--- src/rtl/hazard_scoreboard_unit.sv ---
// Load-use hazard and branch-flush control beside the ID stage.
// Tracks loads with multi-cycle latency in a per-register scoreboard and keeps saturating stall/flush counters.
module hazard_scoreboard_unit #(
  parameter int NUM_REGS = 32,
  parameter int ADDR_W   = 5,
  parameter int LOAD_LAT = 1,
  parameter int COUNT_W  = 32
) (
  input  logic               clk,
  input  logic               rst_n,
  input  logic               ID_EX_MemRead,
  input  logic [ADDR_W-1:0]  ID_EX_rd_addr,
  input  logic [ADDR_W-1:0]  IF_ID_rs1_addr,
  input  logic [ADDR_W-1:0]  IF_ID_rs2_addr,
  input  logic               IF_ID_rs1_used,
  input  logic               IF_ID_rs2_used,
  input  logic               EX_MEM_Branch,
  input  logic               EX_MEM_zero,
  input  logic               mem_busy,
  input  logic               cnt_clear,
  output logic               stall,
  output logic               load_use_stall,
  output logic               flush_IF_ID,
  output logic               flush_ID_EX,
  output logic [COUNT_W-1:0] stall_count,
  output logic [COUNT_W-1:0] flush_count
);

  localparam int SB_W = ($clog2(LOAD_LAT) > 1) ? $clog2(LOAD_LAT) : 1;
  localparam logic [SB_W-1:0] SB_INIT = SB_W'(LOAD_LAT - 1);
  localparam int ADDR_SPACE = 2 ** ADDR_W;

  function automatic logic [COUNT_W-1:0] sat_inc(input logic [COUNT_W-1:0] c);
    sat_inc = (c == {COUNT_W{1'b1}}) ? c : c + 1'b1;
  endfunction

  logic [SB_W-1:0]       sb [1:NUM_REGS-1];
  logic [ADDR_SPACE-1:0] pend_vec;
  logic                  taken;
  logic                  dep_rs1;
  logic                  dep_rs2;
  logic                  hit;
  logic                  flush_int;
  logic                  lu_int;
  logic                  stall_int;
  logic                  load_set;

  // Pending flags are widened to the full address space so out-of-range sources read as idle.
  always_comb begin
    pend_vec = '0;
    for (int r = 1; r < NUM_REGS; r++) begin
      pend_vec[r] = |sb[r];
    end
  end

  assign taken   = EX_MEM_Branch & EX_MEM_zero;
  assign dep_rs1 = (IF_ID_rs1_addr != '0) &
                   ((ID_EX_MemRead & (ID_EX_rd_addr == IF_ID_rs1_addr)) | pend_vec[IF_ID_rs1_addr]);
  assign dep_rs2 = (IF_ID_rs2_addr != '0) &
                   ((ID_EX_MemRead & (ID_EX_rd_addr == IF_ID_rs2_addr)) | pend_vec[IF_ID_rs2_addr]);
  assign hit     = (IF_ID_rs1_used & dep_rs1) | (IF_ID_rs2_used & dep_rs2);

  // A flush discards the dependent instruction, so it wins over the dependency stall.
  assign flush_int = rst_n & taken & ~mem_busy;
  assign lu_int    = rst_n & hit & ~flush_int;
  assign stall_int = rst_n & (mem_busy | lu_int);

  assign flush_IF_ID    = flush_int;
  assign flush_ID_EX    = flush_int;
  assign load_use_stall = lu_int;
  assign stall          = stall_int;

  // Wrong-path loads under a taken branch are never recorded; single-cycle loads need no entry.
  assign load_set = ID_EX_MemRead & ~taken & (ID_EX_rd_addr != '0) & (LOAD_LAT > 1);

  always_ff @(posedge clk or negedge rst_n) begin
    if (!rst_n) begin
      for (int r = 1; r < NUM_REGS; r++) begin
        sb[r] <= '0;
      end
    end else if (!mem_busy) begin
      for (int r = 1; r < NUM_REGS; r++) begin
        if (load_set && (ID_EX_rd_addr == ADDR_W'(r))) begin
          sb[r] <= SB_INIT;
        end else if (sb[r] != '0) begin
          sb[r] <= sb[r] - 1'b1;
        end
      end
    end
  end

  always_ff @(posedge clk or negedge rst_n) begin
    if (!rst_n) begin
      stall_count <= '0;
      flush_count <= '0;
    end else if (cnt_clear) begin
      stall_count <= '0;
      flush_count <= '0;
    end else begin
      if (stall_int) begin
        stall_count <= sat_inc(stall_count);
      end
      if (flush_int) begin
        flush_count <= sat_inc(flush_count);
      end
    end
  end

endmodule

--- config.mk ---
export PLATFORM = sky130hd
export DESIGN_NAME = hazard_scoreboard_unit
export DESIGN_NICKNAME = d
export VERILOG_FILES = /design/src/rtl/hazard_scoreboard_unit.sv
export SDC_FILE = /design/constraint.sdc
export NUM_CORES = 1
export LEC_CHECK = 0
export ABC_AREA = 1
export CORE_UTILIZATION = 45
export DETAILED_ROUTE_END_ITERATION = 8
export DONT_BUFFER_PORTS = 1
export HOLD_SLACK_MARGIN = 0.1
export PLACE_DENSITY = 0.66
export SYNTH_ARGS = -nofsm -noshare
export SYNTH_HDL_FRONTEND = slang
export SYNTH_SLANG_ARGS = --single-unit
--- constraint.sdc ---
create_clock -name clk -period 2.2 [get_ports clk]
set_input_delay 0.44 -clock clk [delete_from_list [all_inputs] [get_ports clk]]
set_output_delay 0.44 -clock clk [all_outputs]
set_load 0.01 [all_outputs]
## Word-level counts from Yosys, hierarchy flattened

Index checks and enable logic that the tools add are counted.
Widths: inputs -> output; s select.

| word-level totals | value |
|---|---|
| output and inout bits | 68 |
| bits in registers | 95 |
| input bits | 24 |
| logic and storage cells | 139 |

| operators by class | value |
|---|---|
| add/sub/neg operators | 33 |
| equality and inequality tests | 6 |
| mux-type cells | 41 |
| reduce and logical (&&, ||, !) cells | 6 |
| magnitude comparators | 2 |
| bitwise operators | 18 |

Operator list:

| kind | number |
|---|---|
| $mux 32 | 6 |
| $add 32x1->32 const B | 2 |
| $eq 32x32->1 const B | 2 |
| $mux 1 | 33 |
| $sub 1x1->1 const B | 31 |
| $and 1x1->1 | 12 |
| $lt 5x6->1 const B | 2 |
| $bmux 1 s5 | 2 |
| $eq 5x5->1 | 2 |
| $reduce_bool 5->1 | 2 |
| $ne 2x2->1 const B | 2 |
| $or 1x1->1 | 4 |
| $reduce_and 2->1 | 2 |
| $reduce_bool 2->1 | 2 |
| $not 1->1 | 2 |

## Logic depth before layout (Yosys ltp)

Gate-level depths: netlist (run 1).

| depth | value |
|---|---|
| depth after elaboration | 12 |
| gate-level depth with buffers | 13 |
| gate-level depth less buffers | 12 |

## Least setup slack after synthesis (run 1)

No wires, ideal clock.

| timing path | value |
|---|---|
| kind | register to register |
| from | register flush_count[0] |
| to | register flush_count[9] |
| buffers on the path | 2 |
| data required time | 2078 ps |
| setup slack | 350 ps |
| setup time | 122 ps |
| stages on the path, launching flop included | 13 |
| arrival | 1728 ps |
| period minus slack after synthesis | 1850 ps |
| cells stage by stage | dfrtp_1 ha_1 nand3_2 inv_1 nand2_1 nor2_2 nand3_1 nand2_2 buf_6 inv_4 buf_6 nand4_1 o21ai_1 |

| on the way | value |
|---|---|
| longest elaborated chain between the ends | 4 |
| elaborated cells on any way between the ends | 7 |

Ends and longest elaborated chain:

| element | line | source |
|---|---|---|
| start, declared | 26 | `output logic [COUNT_W-1:0] flush_count` |
| start signal, assigned | 104 | `flush_count <= sat_inc(flush_count);` |
| $add 32x1->32 | 34 | `sat_inc = (c == {COUNT_W{1'b1}}) ? c : c + 1'b1;` |
| $mux 32 | 34 |  |
| $mux 32 | 103 | `if (flush_int) begin` |
| $mux 32 | 96 | `end else if (cnt_clear) begin` |

Parallel ways exist; a longest one is shown, timed or not. The select of a mux whose other input is x is not followed.
A chain may end at the register's enable or synchronous reset.

## Worst setup path after layout (run 1)

| timing path | value |
|---|---|
| from | register flush_count[1] |
| to | register flush_count[7] |

The elaborated chain is that of the path after synthesis.

==> out/summary.md, run 1 <==
• worst endpoint required time: 2.44 ns
• run status: finished clean
• number of rows created at floorplan: 37
• relative area change from synthesis to final layout: 11.8%
• DP Worst Slack: 0.202 ns
• power per unit of standard cell area: 513 mW/mm^2
• largest cells by area after synthesis: dfrtp_1 (33%), nand2_1 (21%), nor2_1 (8.2%), nand3_1 (7.9%), inv_1 (5.2%)
• r2r startpoint: flush_count[1]
• total via count after detailed routing: 4940
• H-Tree Depth: 3
• core region area: 0.0103 mm^2
• Critical Path Fanout Max: 25
• master of the slowest instance on the critical path: dfrtp_1
• most common cell in the netlist: nand2_1
• total wire length after detailed routing: 13700 um
• clock input transition at the sequential cells of the worst setup and hold paths: 0.07 ns
• initial cell density of the core: 46.4%
• Post-synth EDFFs: 0
• DP Area: 0.00507 mm^2
• final worst-path setup slack: 0.200 ns
• boundary pin count: 92
• count of hold-fix buffers inserted at cts: 2
• layout cell share with drive strength beyond 1: 11.0%
• data arrival time of the worst path: 2.24 ns
• drt drc: 0
• kind of start point of the critical path: flop
• path class of the lowest-slack min-delay path: in2reg
• asr flop ratio synth: 100%
• maximum clock path buffer count: 2
• actual transition at the worst max-transition pin: 0.464 ns
• DRC marker count from the first detailed-route iteration: 457
• via/cell ratio: 5.43
• category of the worst setup path capture point: flop
• cell types with the highest counts after synthesis: nand2_1 (268), nor2_1 (105), nand3_1 (76)
• post-layout instance area: 0.00536 mm^2
• number of buffers inserted to repair setup after CTS: 0
• dpl hpwl: 10100 um
• DIE AREA: 0.0111 mm^2
• First-pass DRT Iterations: 5
• number of antenna diodes: 0
• synthesized cell area: 0.00479 mm^2
• maximum number of pins on one net before global-route repair: 65
• initial antenna violation count: 0
• synthesized instance count: 747
• CTS tree: done
• critical path start-end classification: reg2reg
• setup-violating endpoint count in the final report: 0
• number of buffers added on ports: 0
• maximum capacitance violations: 0
• number of gates resized after cts: 0
• buffer type at the clock tree root: clkbuf_8
• list of cells traversed by the critical path: ha_1 > nand3_2 > inv_1 > nand2_1 > nor2_2 > nand3_1 > nand2_2 > inv_4 > nand4_1 > o21ai_2
• crit path launch: flush_count[1]
• mean routed wirelength per cell: 15.1 um
• maximum achievable frequency: 500 MHz
• clock net sink count: 64
• main flop type after synthesis: dfrtp_1
• grt total ovfl: 0
• sequential share of the synthesized area: 33.4%
• final-stage net count: 795
• number of distinct library cells after synthesis: 33
• Worst Clk Skew: 0.0147 ns
• die width: 105 um
• slowest stage delay, CP: 0.44 ns
• gpl congestion: 0.953
• unrepaired setup endpoints after global routing: false
• via count of the first global-routing pass: 4788
• total global routing track utilization: 26.1%
• highest ir drop seen on vdd: 0.000317 V
• worst max-slew margin expressed relative to the limit: 69.0%
• global-route wire length before repair: 23100 um
• count of endpoints failing hold in the final timing report: 0
• number of register bits inferred by synthesis: 64
• die extent in y: 105 um
• startpoint of the lowest-slack hold path: cnt_clear
• Post-Synthesis Net Count: 773
• area fraction of the dominant cell type after synthesis: 33.4%
• leakage power summed over all cells: 2.39 nW
• final number of max-transition violations: 0
• post-synth top area cell: dfrtp_1
• DRT antenna net count: 0
• Setup TNS: 0 ns
• min Tclk post-route: 2.00 ns
• source-to-sink clock delay at the later pin of the worst-skew pair: 0.37 ns
• number of buffers inserted during clock tree synthesis: 9
• post-route worst hold slack: 0.187 ns
• Synth Area per Inst: 6.42 um^2
• crit share post-route: 90.9%
• total number of yosys warnings: 0
## metrics by stage
stage,total power [mW],cells,util (%)
floorplan,1.39,747,-
global placement,1.42,892,49.1
detailed placement,1.42,892,49.1
CTS,2.76,910,51.9
global route,2.83,910,51.9
finish,2.75,910,51.9
## critical path: cells and delay by family (launching register included)
family          cells  cell delay (ns)
compound gates      1             0.06
fa+ha+maj           1             0.28
buf+inv             2             0.26
flops               1             0.44
simple gates        6             0.84
## cell type report
class	instances	area, um^2
flip-flops and latches	64	1600
inverters	70	265
clock buffers	10	138
well taps	136	170
fillers	1042	4970
clock inverters	6	115
repair buffers	34	290
multi-input cells	590	2780
## logic make-up after synthesis
logic type / share of synthesized area, %
compound gates: 5.35
xor+xnor: 4.57
fa+ha+maj: 0.522
buf+inv: 8.64
flops: 33.4
simple gates: 47.5
## path summary, 6_finish.rpt
| check | to | slack (ns) | cells after the start |
|---|---|---|---|
| setup / recovery | flush_count[7] | 0.20 | 10 |
| hold / removal | flush_count[3] | 0.19 | 1 |
| setup reg to reg | flush_count[7] | 0.20 | 10 |
| hold reg to reg | stall_count[9] | 0.60 | 2 |
| max in group asynchronous | stall_count[11] | 1.29 | 2 |
| min in group asynchronous | flush_count[23] | 0.62 | 2 |
## metal layers
metal / up-vias / share of wire [%] / track usage [%] / routed length, um
met3: 23 / 7.4 / 5.05 / 1010
met2: 187 / 46 / 41.0 / 6360
met5: - / 0 / 0 / 0
met4: 0 / 1.6 / 9.56 / 221
met1: 2294 / 45 / 35.5 / 6110
li1: 2436 / - / - / -
## cell usage in the layout (no fill, tap or decap), types with 4 or more instances in the layout
cell / synthesis / routed
xnor2_1: 7 / 7
nand2_1: 268 / 268
nor3_2: 5 / 5
nand4_1: 20 / 20
o21ai_0: 15 / 15
inv_1: 66 / 66
buf_4: 3 / 31
o21ai_2: 9 / 9
o31ai_1: 5 / 5
nor3_1: 22 / 22
nand3_2: 6 / 6
nand3b_1: 5 / 5
nor2_1: 105 / 105
xor2_1: 18 / 18
nor2_2: 4 / 4
nand3_1: 76 / 76
dfrtp_1: 64 / 64
clkbuf_8: 0 / 10
a21oi_1: 7 / 7
## power breakdown
part / switching, mW / internal [mW]
registers: 0.0197 / 1.19
logic: 0.157 / 0.0671
clock network: 0.523 / 0.789
## state kept, by name, indices dropped and copies added (netlist names)
register / count
stall_count: 32
flush_count: 32
No activity file was read; power rests on OpenSTA's default activity.
==> run 2, diff against run 1 <==
--- a/config.mk
+++ b/config.mk
@@ -10,7 +10,8 @@
 export DETAILED_ROUTE_END_ITERATION = 8
 export DONT_BUFFER_PORTS = 1
 export HOLD_SLACK_MARGIN = 0.1
-export PLACE_DENSITY = 0.66
+export MAX_ROUTING_LAYER = met4
+export PLACE_DENSITY_LB_ADDON = 0.2
 export SYNTH_ARGS = -nofsm -noshare
 export SYNTH_HDL_FRONTEND = slang
 export SYNTH_SLANG_ARGS = --single-unit
==> out/summary.md, run 2 (synthesized netlist as in run 1, its figures left out) <==
• unrepaired setup endpoints after global routing: false
• DRC marker count from the first detailed-route iteration: 382, -16%
• post-route worst hold slack: 0.184 ns, -0.00379 ns
• final worst-path setup slack: 0.206 ns, +0.00605 ns
• source-to-sink clock delay at the later pin of the worst-skew pair: 0.37 ns, about the same
• First-pass DRT Iterations: 5, unchanged
• internal power: 1.93 mW, -5.7%
• CTS tree: done
• die extent in y: 105 um, unchanged
• core region area: 0.0103 mm^2, unchanged
• grt total ovfl: 0, unchanged
• layout cell share with drive strength beyond 1: 11.7%, +0.68 points
• total via count after detailed routing: 4945, +0.10%
• Setup TNS: 0 ns, unchanged
• number of buffers added on ports: 0, unchanged
• maximum number of pins on one net before global-route repair: 65, unchanged
• clock input transition at the sequential cells of the worst setup and hold paths: 0.08 ns, about the same
• final-stage net count: 801, +0.75%
• setup-violating endpoint count in the final report: 0, unchanged
• met2 routed WL: 6540 um, +2.9%
• length of routed met3 wiring: 992 um, -1.7%
• FILL cells: 1052, +0.96%
• total wire length after detailed routing: 14300 um, +4.7%
• worst max-slew margin expressed relative to the limit: 65.8%, -3.2 points
• via count of the first global-routing pass: 4800, +0.25%
• run status: finished clean
• path class of the lowest-slack min-delay path: in2reg
• power share of the clock group: 45.1%, -2.7 points
• initial antenna violation count: 0, unchanged
• switching share of total power: 26.4%, +0.96 points
• drt drc: 0, unchanged
• met1 layer wirelength in the final routing: 6480 um, +6.0%
• share of the core filled with cells in the final layout: 52.0%, +0.15 points
• maximum achievable frequency: 502 MHz, +0.30%
• commonest non-fill, non-tap cell in the layout: nand2_1
• critical path start-end classification: reg2reg
• leakage power summed over all cells: 2.42 nW, +0.98%
• DRT antenna net count: 0, unchanged
• worst endpoint required time: 2.45 ns, about the same
• mean routed wirelength per cell: 15.7 um, +4.0%
• number of buffers inserted during clock tree synthesis: 9, unchanged
• commonest cells after routing, fill and taps aside: nand2_1 (268), nor2_1 (104), nand3_1 (76)
• DIE AREA: 0.0111 mm^2, unchanged
• boundary pin count: 92, unchanged
• count of endpoints failing hold in the final timing report: 0, unchanged
• global-route wire length before repair: 23800 um, +3.3%
• clock net sink count: 64, unchanged
• Worst Clk Skew: 0.00998 ns, -0.00473 ns
• data arrival time of the worst path: 2.24 ns, about the same
• DP Worst Slack: 0.160 ns, -0.0421 ns
• min Tclk post-route: 1.99 ns, -0.00605 ns
• Top Registers: flush_count: 32 flops, stall_count: 32 flops
• via/cell ratio: 5.40, -0.55%
• kind of start point of the critical path: flop
• highest ir drop seen on vdd: 0.000398 V, +25%
• maximum capacitance violations: 0, unchanged
• total global routing track utilization: 28.2%, +2.1 points
• highest metal layer used by the detailed router: met4
• Critical Path Fanout Max: 32, +28%
• power per unit of standard cell area: 489 mW/mm^2, -4.7%
• buffer type at the clock tree root: clkbuf_8
• gpl congestion: 0.946, -0.70%
• die width: 105 um, unchanged
• part of the total power dissipated in sequential elements: 46.1%, +2.0 points
• category of the worst setup path capture point: flop
• number of rows created at floorplan: 37, unchanged
• crit share post-route: 90.6%, -0.27 points
• power spent charging and discharging nets: 0.694 mW, -0.83%
• initial cell density of the core: 46.4%, unchanged
• dpl hpwl: 10600 um, +4.7%
• maximum clock path buffer count: 2, unchanged
• final number of max-transition violations: 0, unchanged
• H-Tree Depth: 3, unchanged
• number of antenna diodes: 0, unchanged
• relative area change from synthesis to final layout: 12.1%
• power after layout: 2.62 mW, -4.4%
• actual transition at the worst max-transition pin: 0.509 ns, +0.0445 ns
• combinational group share of total power: 8.8%, +0.6 points
run 2: cell types whose count changed in the layout (fill, tap and decap cells not counted):
cell,change
buf_4,+6
clkinv_2,+2
bufinv_16,-1
clkbuf_1,+1
clkinv_4,-1
clkinvlp_4,-1
nor2_1,-1
nor2_2,+1
run 2: metrics by stage:
| step | area, um^2 | std cells |
|---|---|---|
| after floorplan | 4790 | 747 |
| after global placement | 5110 | 898 |
| after detailed placement | 5110 | 898 |
| after CTS | 5370 | 916 |
| after global routing | 5370 | 916 |
| final | 5370 | 916 |
run 2: critical path, cell delays in order (launching register included):
cell and delay (ns):
dfrtp_1 0.35, ha_1 0.24, nand2_1 0.14, nor2_2 0.20, nand2_1 0.15, nor2_2 0.21
nand3_2 0.11, buf_4 0.27, nand3_1 0.14, nand2_1 0.07
run 2: worst paths after layout:
path                                 from               to  slack, ns  depth (start not counted)
min reg2reg                stall_count[9]   stall_count[9]       0.60                          2
max in group asynchronous           rst_n   stall_count[5]       1.27                          2
min in group asynchronous           rst_n  flush_count[20]       0.62                          2
max reg2reg                stall_count[0]  stall_count[16]       0.21                          9
max                        stall_count[0]  stall_count[16]       0.21                          9
min                             cnt_clear  flush_count[10]       0.18                          1
run 2: cell type report:
type	instances	area [um^2]	share of cell area, %
well taps	136	170	3.17
clock inverters	5	78.8	1.47
multi-input cells	590	2780	51.7
flip-flops and latches	64	1600	29.8
repair buffers	40	335	6.24
clock buffers	11	141	2.63
inverters	70	265	4.94
run 2: what timing repair did:
action / CTS / global route
endpoints found under the setup margin: 0 / 4
hold buffers: 2 / 0
resized for setup: 0 / 1
endpoints found under the hold margin: 64 / 0
buffers inserted: 0 / 0
run 2: power by group through the flow:
stage / sequential [mW] / clock [mW] / combinational, mW
global placement: 1.23 / 0 / 0.190
floorplan: 1.24 / 0 / 0.150
finish: 1.21 / 1.18 / 0.231
CTS: 1.21 / 1.21 / 0.233
global route: 1.21 / 1.26 / 0.256
detailed placement: 1.23 / 0 / 0.199
run 2: layer usage:
layer  vias to the layer above  global-route usage, %
met5                         -                      -
met4                         0                   11.3
met3                        26                   5.49
met2                       190                   43.7
met1                      2280                   36.2
li1                       2449                      -
==> run 3, diff against run 2 <==
--- a/config.mk
+++ b/config.mk
@@ -9,6 +9,7 @@
 export CORE_UTILIZATION = 45
 export DETAILED_ROUTE_END_ITERATION = 8
 export DONT_BUFFER_PORTS = 1
+export GPL_ROUTABILITY_DRIVEN = 0
 export HOLD_SLACK_MARGIN = 0.1
 export MAX_ROUTING_LAYER = met4
 export PLACE_DENSITY_LB_ADDON = 0.2
==> out/summary.md, run 3 (synthesized netlist as in run 1, its figures left out) <==
• maximum capacitance violations: 0, unchanged
• path class of the lowest-slack min-delay path: in2reg
• area of the multi-input gates: 0.00278 mm^2, about the same
• dpl hpwl: 10500 um, -1.4%
• maximum number of pins on one net before global-route repair: 65, unchanged
• First-pass DRT Iterations: 5, unchanged
• grt total ovfl: 0, unchanged
• clock input transition at the sequential cells of the worst setup and hold paths: 0.08 ns, about the same
• min Tclk post-route: 1.98 ns, -0.0128 ns
• commonest non-fill, non-tap cell in the layout: nand2_1
• DRT antenna net count: 0, unchanged
• number of rows created at floorplan: 37, unchanged
• leakage power summed over all cells: 2.42 nW, about the same
• final worst-path setup slack: 0.219 ns, +0.0128 ns
• clock net sink count: 64, unchanged
• Setup TNS: 0 ns, unchanged
• H-Tree Depth: 3, unchanged
• Top Registers: flush_count: 32 flops, stall_count: 32 flops
• initial antenna violation count: 0, unchanged
• worst max-slew margin expressed relative to the limit: 65.8%, about the same
• via count of the first global-routing pass: 4804, +0.083%
• actual transition at the worst max-transition pin: 0.509 ns, +0.000468 ns
• kind of start point of the critical path: flop
• Critical Path Fanout Max: 5, -84%
• startpoint of the lowest-slack hold path: cnt_clear
• logic depth of the worst register-to-register path: 8, -1
• worst endpoint required time: 2.47 ns, +0.02 ns
• maximum clock path buffer count: 2, unchanged
• CTS tree: done
• via/cell ratio: 5.42, +0.45%
• post-route worst hold slack: 0.185 ns, +0.00126 ns
• data arrival time of the worst path: 2.25 ns, about the same
• number of buffers inserted during clock tree synthesis: 9, unchanged
• die width: 105 um, unchanged
• DIE AREA: 0.0111 mm^2, unchanged
• number of antenna diodes: 0, unchanged
• setup slack of the worst register-to-register path: 0.22 ns, about the same
• boundary pin count: 92, unchanged
• layout cell share with drive strength beyond 1: 11.6%, -0.11 points
• buffer type at the clock tree root: clkbuf_8
• critical path start-end classification: reg2reg
• highest ir drop seen on vdd: 0.000228 V, -43%
• FILL cells: 1035, -1.6%
• share of the core filled with cells in the final layout: 52.3%, +0.27 points
• source-to-sink clock delay at the later pin of the worst-skew pair: 0.35 ns, -0.02 ns
• Worst Clk Skew: 0.0130 ns, +0.00302 ns
• hold path endpoint: flush_count[10]
• DRC marker count from the first detailed-route iteration: 415, +8.6%
• total global routing track utilization: 27.6%, -0.57 points
• number of buffers inserted to repair setup after CTS: 0, unchanged
• total wire length after detailed routing: 14200 um, -0.87%
• crit share post-route: 90.1%, -0.58 points
• mean routed wirelength per cell: 15.5 um, -0.76%
• hold path cells: 1, unchanged
• commonest cells after routing, fill and taps aside: nand2_1 (268), nor2_1 (105), nand3_1 (76)
• core region area: 0.0103 mm^2, unchanged
• relative area change from synthesis to final layout: 12.7%
• power per unit of standard cell area: 494 mW/mm^2, +1.1%
• die extent in y: 105 um, unchanged
• initial cell density of the core: 46.4%, unchanged
• final-stage net count: 800, -0.12%
• Register Area: 0.00160 mm^2, unchanged
• run status: finished clean
• global-route wire length before repair: 23400 um, -1.7%
• crit path launch: flush_count[1]
• DP Worst Slack: 0.172 ns, +0.0126 ns
• RR Endpoint: flush_count[26]
• number of buffers added on ports: 0, unchanged
• total via count after detailed routing: 4962, +0.34%
• unrepaired setup endpoints after global routing: false
• category of the worst setup path capture point: flop
• setup-violating endpoint count in the final report: 0, unchanged
• maximum achievable frequency: 505 MHz, +0.65%
• drt drc: 0, unchanged
• final number of max-transition violations: 0, unchanged
• r2r startpoint: flush_count[1]
• count of endpoints failing hold in the final timing report: 0, unchanged
## run 3: cell count changes in the layout (fill, tap and decap cells not counted), sizes merged
cell,before,now
clkinvlp,0,2
clkinv,2,0
buf,39,38
inv,71,70
clkbuf,11,12
## run 3: layer usage
layer	vias to the layer above	GRT usage, %	wire, um
met5	-	-	0
met4	0	10.3	329
met3	28	6.86	1170
met2	215	43.5	6590
met1	2282	34.3	6130
li1	2437	-	-
## run 3: what timing repair did
action | 4_1_cts | 5_1_grt
gates resized for setup | 0 | 1
hold buffers | 2 | 0
hold endpoints to repair | 64 | 0
endpoints found under the setup margin | 0 | 14
## run 3: final cells by class
cell class                 count  area share [%]
multi-input combinational    590            51.5
sequential                    64            29.7
clock inverter                 4            1.39
clock buffer                  12            3.06
tap                          136            3.15
timing repair buffer          39            6.30
inverter                      70            4.91
## run 3: stage by stage
| stage | total power [mW] | std cells | cell area [um^2] |
|---|---|---|---|
| floorplan | 1.39 | 747 | 4790 |
| global placement | 1.42 | 897 | 5120 |
| detailed placement | 1.43 | 897 | 5120 |
| CTS | 2.69 | 915 | 5400 |
| global route | 2.77 | 915 | 5400 |
| finish | 2.67 | 915 | 5400 |
## run 3: worst max-delay path, cell delays in order, from the launching register on
cell and delay, ns:
dfrtp_1 0.41, ha_1 0.26, nand3_2 0.14, nor2_1 0.39
nand2_1 0.16, inv_1 0.14, a21oi_1 0.07, nand3b_1 0.15
o21ai_0 0.18
## run 3: power breakdown
group	internal, mW	leakage, nW	switching (mW)	total [mW]
logic	0.0704	1.41	0.161	0.231
registers	1.19	0.890	0.0181	1.21
clock network	0.731	0.115	0.497	1.23
total	1.99	2.42	0.676	2.67
## run 3: how the worst max path moves through the flow
stage	endpoint	slack, ns
2_1_floorplan	flush_count[9]	0.35
3_3_place_gp	flush_count[25]	0.24
3_5_place_dp	flush_count[12]	0.17
4_1_cts	flush_count[12]	0.16
5_1_grt	flush_count[25]	0.03
6_report	flush_count[26]	0.22
